===== config.mk =====
export PLATFORM = sky130hd
export DESIGN_NAME = descrambler_deframer
export DESIGN_NICKNAME = d
export VERILOG_FILES = /design/src/rtl/descr_pkg.sv /design/src/rtl/descrambler_core.sv /design/src/rtl/descrambler_deframer.sv
export SDC_FILE = /design/constraint.sdc
export NUM_CORES = 1
export LEC_CHECK = 0
export CAP_MARGIN = 20
export CORE_MARGIN = 8
export CORE_UTILIZATION = 30
export CTS_CLUSTER_SIZE = 10
export DETAILED_ROUTE_END_ITERATION = 7
export PLACE_DENSITY_LB_ADDON = 0.05
export RECOVER_POWER = 100
export SETUP_SLACK_MARGIN = 0.3
export SYNTH_ARGS = -nofsm -noshare
export SYNTH_HDL_FRONTEND = slang
export SYNTH_SLANG_ARGS = --single-unit
export TNS_END_PERCENT = 1

===== constraint.sdc =====
create_clock -name clk_i -period 2.35 [get_ports clk_i]
set_clock_uncertainty 0.2 [all_clocks]
set_input_delay 0.3525 -clock clk_i [delete_from_list [all_inputs] [get_ports clk_i]]
set_output_delay 0.3525 -clock clk_i [all_outputs]
set_load 0.01 [all_outputs]

===== src/rtl/descr_pkg.sv =====
// Shared constants and FSM state type for the descrambler/deframer.
// Descrambler polynomial is x^12+x^9+x^2+1, matching the upstream serial scrambler.
package descr_pkg;

   localparam int LFSR_LEN = 12;
   localparam int TAP_A    = 1;
   localparam int TAP_B    = 8;
   localparam int TAP_C    = 11;

   typedef enum logic [1:0] {
      HUNT,
      CONFIRM,
      LOCK
   } state_t;

endpackage


===== src/rtl/descrambler_core.sv =====
// Self-synchronising serial descrambler: history of received bits XORed with the taps.
// Recovered bit is combinational, so it is valid in the same cycle as data_i.
module descrambler_core
   import descr_pkg::*;
(
   input  logic clk_i,
   input  logic rst_i,
   input  logic data_i,
   output logic bit_o
);

   logic [LFSR_LEN-1:0] hist;

   // NOTE: sequential state uses non-blocking assignments so every register samples pre-edge values.
   always_ff @(posedge clk_i) begin
      if (rst_i) begin
         hist <= '0;
      end else begin
         hist <= {hist[LFSR_LEN-2:0], data_i};
      end
   end

   assign bit_o = data_i ^ hist[TAP_A] ^ hist[TAP_B] ^ hist[TAP_C];

endmodule


===== src/rtl/descrambler_deframer.sv =====
// Descrambles the serial stream, hunts/confirms sync alignment and emits payload bytes.
// Optional statistics counters are built when FRAME_STATS_EN is defined.
module descrambler_deframer
   import descr_pkg::*;
#(
   parameter int                SYNC_W    = 8,
   parameter logic [SYNC_W-1:0] SYNC_WORD = 8'hA7,
   parameter int                FRAME_LEN = 4,
   parameter int                LOCK_CNT  = 2,
   parameter int                LOSS_CNT  = 3
) (
   input  logic        clk_i,
   input  logic        rst_i,
   input  logic        data_i,
   output logic [7:0]  data_o,
   output logic        valid_o,
   output logic        sof_o,
   output logic        lock_o
`ifdef FRAME_STATS_EN
   ,
   output logic [15:0] frame_cnt_o,
   output logic [15:0] sync_err_cnt_o
`endif
);

   localparam int PAY_BITS   = 8 * FRAME_LEN;
   localparam int FRAME_BITS = PAY_BITS + SYNC_W;
   localparam int CNT_W      = $clog2(FRAME_BITS);
   localparam int GOOD_W     = $clog2(LOCK_CNT + 1);
   localparam int MISS_W     = $clog2(LOSS_CNT + 1);

   localparam logic [CNT_W-1:0]  LAST_BIT = CNT_W'(FRAME_BITS - 1);
   localparam logic [CNT_W-1:0]  PAY_END  = CNT_W'(PAY_BITS);
   localparam logic [CNT_W-1:0]  BYTE0_END = CNT_W'(7);
   localparam logic [GOOD_W-1:0] GOOD_MAX = GOOD_W'(LOCK_CNT);
   localparam logic [MISS_W-1:0] LOSS_MAX = MISS_W'(LOSS_CNT);

   state_t              state_q, state_d;
   logic [CNT_W-1:0]    bit_cnt_q, bit_cnt_d;
   logic [GOOD_W-1:0]   good_q, good_d;
   logic [MISS_W-1:0]   miss_q, miss_d;
   logic [SYNC_W-1:0]   win_q, win_d;
   logic [6:0]          byte_q;
   logic [7:0]          byte_d;
   logic                d_bit;
   logic                match;
   logic                at_check;
   logic                emit;
   logic                emit_sof;

   descrambler_core u_core (
      .clk_i  (clk_i),
      .rst_i  (rst_i),
      .data_i (data_i),
      .bit_o  (d_bit)
   );

   // The sync test sees the window including the bit sampled on this edge.
   if (SYNC_W == 1) begin : g_win1
      assign win_d = d_bit;
   end else begin : g_winn
      assign win_d = {win_q[SYNC_W-2:0], d_bit};
   end

   assign byte_d   = {byte_q, d_bit};
   assign match    = (win_d == SYNC_WORD);
   assign at_check = (bit_cnt_q == LAST_BIT);
   assign lock_o   = (state_q == LOCK);

   // NOTE: every signal written here gets a default first, otherwise a missed branch infers a latch.
   always_comb begin
      state_d   = state_q;
      bit_cnt_d = at_check ? '0 : bit_cnt_q + 1'b1;
      good_d    = good_q;
      miss_d    = miss_q;
      emit      = 1'b0;
      emit_sof  = 1'b0;

      unique case (state_q)
         HUNT: begin
            bit_cnt_d = '0;
            if (match) begin
               good_d  = GOOD_W'(1);
               miss_d  = '0;
               state_d = (LOCK_CNT == 1) ? LOCK : CONFIRM;
            end
         end
         CONFIRM: begin
            if (at_check) begin
               if (match) begin
                  good_d = good_q + 1'b1;
                  miss_d = '0;
                  if (good_q + 1'b1 == GOOD_MAX) state_d = LOCK;
               end else begin
                  state_d = HUNT;
               end
            end
         end
         LOCK: begin
            if (at_check) begin
               if (match) begin
                  miss_d = '0;
               end else begin
                  // Flywheel: alignment is kept until LOSS_CNT consecutive misses.
                  miss_d = miss_q + 1'b1;
                  if (miss_q + 1'b1 == LOSS_MAX) state_d = HUNT;
               end
            end else if (bit_cnt_q < PAY_END && bit_cnt_q[2:0] == 3'd7) begin
               emit     = 1'b1;
               emit_sof = (bit_cnt_q == BYTE0_END);
            end
         end
         default: state_d = HUNT;
      endcase
   end

   always_ff @(posedge clk_i) begin
      if (rst_i) begin
         state_q   <= HUNT;
         bit_cnt_q <= '0;
         good_q    <= '0;
         miss_q    <= '0;
         win_q     <= '0;
         byte_q    <= '0;
         data_o    <= '0;
         valid_o   <= 1'b0;
         sof_o     <= 1'b0;
      end else begin
         state_q   <= state_d;
         bit_cnt_q <= bit_cnt_d;
         good_q    <= good_d;
         miss_q    <= miss_d;
         win_q     <= win_d;
         byte_q    <= byte_d[6:0];
         valid_o   <= emit;
         sof_o     <= emit_sof;
         if (emit) data_o <= byte_d;
      end
   end

`ifdef FRAME_STATS_EN
   logic good_sync;
   logic bad_sync;

   assign good_sync = (state_q == LOCK) && at_check && match;
   assign bad_sync  = (state_q == LOCK) && at_check && !match;

   always_ff @(posedge clk_i) begin
      if (rst_i) begin
         frame_cnt_o    <= '0;
         sync_err_cnt_o <= '0;
      end else begin
         if (good_sync && frame_cnt_o != 16'hFFFF) frame_cnt_o <= frame_cnt_o + 1'b1;
         if (bad_sync && sync_err_cnt_o != 16'hFFFF) sync_err_cnt_o <= sync_err_cnt_o + 1'b1;
      end
   end
`endif

endmodule


==> flow_metrics.env <==
export IMPL_status="complete, no violations"
export IMPL_slowest_stage="dlygate4sd3_1"
export IMPL_grt_start_max_net_pins=18
export IMPL_die_height_um=86.5
export IMPL_holdCritStartpoint="u_core.hist[4]$_SDFF_PP0_"
export IMPL_ys_dominant_reg_cell="dfxtp_1"
export IMPL_synth_top_area_frac=0.551
export IMPL_synth_edf_count=0
export IMPL_netlist_area_sq_um=1490
export IMPL_whs_path_depth=1
export IMPL_slew_violations=0
export IMPL_worstReg2RegStart="bit_cnt_q[0]$_SDFF_PP0_"
export IMPL_period_share=0.854
export IMPL_n_antenna_cell=0
export IMPL_tritoncts="built"
export IMPL_fp_dieW_um=86.5
export IMPL_yosys_area_top_type="dfxtp_1"
export IMPL_drcViolationCount=0
export IMPL_powerDensity_nw_per_um2=716
export IMPL_setup_viol=0
export IMPL_clk_path_buf_depth=2
export IMPL_r2r_slack_ns=0.47
export IMPL_r2r_cells=5
export IMPL_core_area_sq_um=4750
export IMPL_core_rowCount=25
export IMPL_critical_path_top_delay_family="XOR/XNOR gates"
export IMPL_hpwl_um=1930
export IMPL_via_per_inst=4.18
export IMPL_syn_inst=148
export IMPL_hold_class="reg -> reg"
export IMPL_ys_ff_latch=41
export IMPL_start_util=0.313
export IMPL_place_congestion=0.667
export IMPL_drtAntennaViolNets=0
export IMPL_die_area_sq_um=7480
export IMPL_post_drt_wl_per_cell_um=11.6
export IMPL_yosysWarnings=0
export IMPL_worst_hold_path_endpoint="u_core.hist[5]$_SDFF_PP0_"
export IMPL_drt_first_iter_violations=26
export IMPL_grt_antenna_before_repair=0
export IMPL_fin_setup_tns_ns=0
export IMPL_startpoint_type="input port"
export IMPL_maxCapViolCount=0
export IMPL_syn_avg_cell_area_sq_um=10.1
export IMPL_cts_buffers=5
export IMPL_crit_buf_inv=1
export IMPL_wl_um=2710
export IMPL_grtUsageTotal=0.0817
export IMPL_slew_headroom=0.545
export IMPL_critical_path_most_common_cell="xnor2_1"
export IMPL_critical_path_class="in -> reg"
export IMPL_reg2reg_to="good_q[1]$_SDFFE_PP0P_"
export IMPL_first_global_vias=1053
export IMPL_ir_drop_v=0.000398
export IMPL_fin_crit_ns=2.01
export IMPL_critPathCaptureType="register"
export IMPL_hold_slack_ns=0.242
export IMPL_grt_pass1_wl_um=4800
export IMPL_gr_total_overflow=0
export IMPL_io_pins=14
export IMPL_finalHoldViolCount=0
export IMPL_root_buffer="clkbuf_8"
export IMPL_final_cell_mix="40 x dfxtp_1, 18 x nor2b_1, 16 x nand2_1, 12 x nor2_1, 12 x dlygate4sd3_1"
export IMPL_clk_pin_slew_ns=0.07
export IMPL_areaGrowthSynthToFinish_pct=22.0
export IMPL_cts_max_level=2
export IMPL_layout_drive_gt1_share=0.102
export IMPL_critPathMaxStageDelay_ns=0.56
export IMPL_rsz0062_at_grt="false"
export IMPL_max_freq_ghz=0.498
export IMPL_via_count=978
export IMPL_layout_nets=173
export IMPL_hold_buffers=0
export IMPL_async_reset_ff_frac=0
export IMPL_portBuffers=13
export IMPL_ys_top_cells_by_area="dfxtp_1 55%, nor2b_1 7.6%, nand2_1 4.3%"
export IMPL_critPathMaxFanout=6
export IMPL_synth_distinct_cells=32
export IMPL_ys_seq_area_frac=0.551
export IMPL_drtPass1Iterations=4
export IMPL_worstMarginPinSlew_ns=0.682
export IMPL_cp_required_ns=2.32
export IMPL_final_common_cell="dfxtp_1"
export IMPL_cp_cell_sequence="dlygate4sd3_1, xnor2_1, xnor2_1, nor2_1, o22a_1"
export IMPL_arrival_ns=1.98
export IMPL_cts_sinks=41
export IMPL_synthesis_nets=155
export IMPL_clock_latency_ns=0.29
export IMPL_p_leak_nw=0.680
-- stage by stage --
step                      instances  power (mW)  setup WS [ns]   util  area, sq um
final                           234        1.30          0.343  0.382         1820
after CTS                       234        1.33          0.338  0.383         1820
after global placement          226       0.748          0.247  0.359         1710
after global routing            234        1.36          0.221  0.382         1820
after floorplan                 148       0.738          0.573      -         1490
after detailed placement        226       0.749          0.163  0.359         1710
-- power by group --
part	leakage, nW	internal [mW]	total (mW)	switching [mW]
combinational	0.290	0.00903	0.0257	0.0167
sequential	0.332	0.700	0.704	0.00365
clock	0.0585	0.346	0.573	0.226
-- synthesized netlist by cell type (3+ instances only) --
library cell and count:
xnor2_1 4, nor2b_1 18, a21oi_1 7, nand2_1 17, dfxtp_1 41, or3_1 3, inv_1 7, nand3_1 5
clkbuf_1 4, nor2_1 12, ha_1 4
-- worst max path at each step --
stage,from,depth (start not counted),endpoint,slack [ns]
2_1_floorplan,bit_cnt_q[0]$_SDFF_PP0_,5,good_q[1]$_SDFFE_PP0P_,0.57
3_3_place_gp,data_i,5,good_q[1]$_SDFFE_PP0P_,0.25
3_5_place_dp,data_i,5,good_q[1]$_SDFFE_PP0P_,0.16
4_1_cts,bit_cnt_q[0]$_SDFF_PP0_,5,good_q[1]$_SDFFE_PP0P_,0.34
5_1_grt,data_i,5,state_q[1]$_SDFFE_PP0P_,0.22
6_report,data_i,5,state_q[1]$_SDFFE_PP0P_,0.34
-- layer usage --
metal  vias up  track usage  routed length, um
met5         -            0                  0
met4         0       0.0376                 19
met3         2       0.0321                119
met2        12        0.128               1250
met1       440       0.0951               1320
li1        524            -                  -
-- registers in the layout, summed over array words and instances, names as in the netlist --
| signal | count |
|---|---|
| bit_cnt_q | 6 |
| u_core.hist | 12 |
| data_o | 8 |
| valid_o | 1 |
| miss_q | 2 |
| state_q | 2 |
| win_q | 7 |
| sof_o | 1 |
| good_q | 2 |
-- kinds of logic (layout without fill, tap and decap cells) --
kind of cell / count (synthesis) / in the layout / synth area share
adder cells (fa/ha/maj): 4 / 4 / 0.0336
buffers and inverters: 12 / 31 / 0.0311
flip-flops: 41 / 41 / 0.551
AO/OA/AOI/OAI: 17 / 17 / 0.0915
AND/OR/NAND/NOR: 67 / 67 / 0.251
multiplexers: 1 / 1 / 0.00672
XOR/XNOR: 6 / 6 / 0.0353
-- worst register-to-register path, stage by stage, from the launching register on --
cell and delay (ns):
dfxtp_1 0.35, ha_1 0.20, and4bb_2 0.28, nand2_2 0.11
a2111oi_4 0.43, mux2i_1 0.23
-- repair_timing --
action / CTS / global route
setup endpoints to repair: 1 / 3
buffers inserted: 0 / 0
gates resized for setup: 2 / 1
pin swaps: 0 / 1
-- area by class of cell --
class / instances / area, sq um
fill: 513 / 2940
tap: 67 / 83.8
sequential: 41 / 822
clock inverter: 1 / 30.0
multi-input combinational: 95 / 626
inverter: 7 / 26.3
timing repair buffer: 16 / 144
clock buffer: 7 / 86.3
Power figures use the tool's default switching activity.
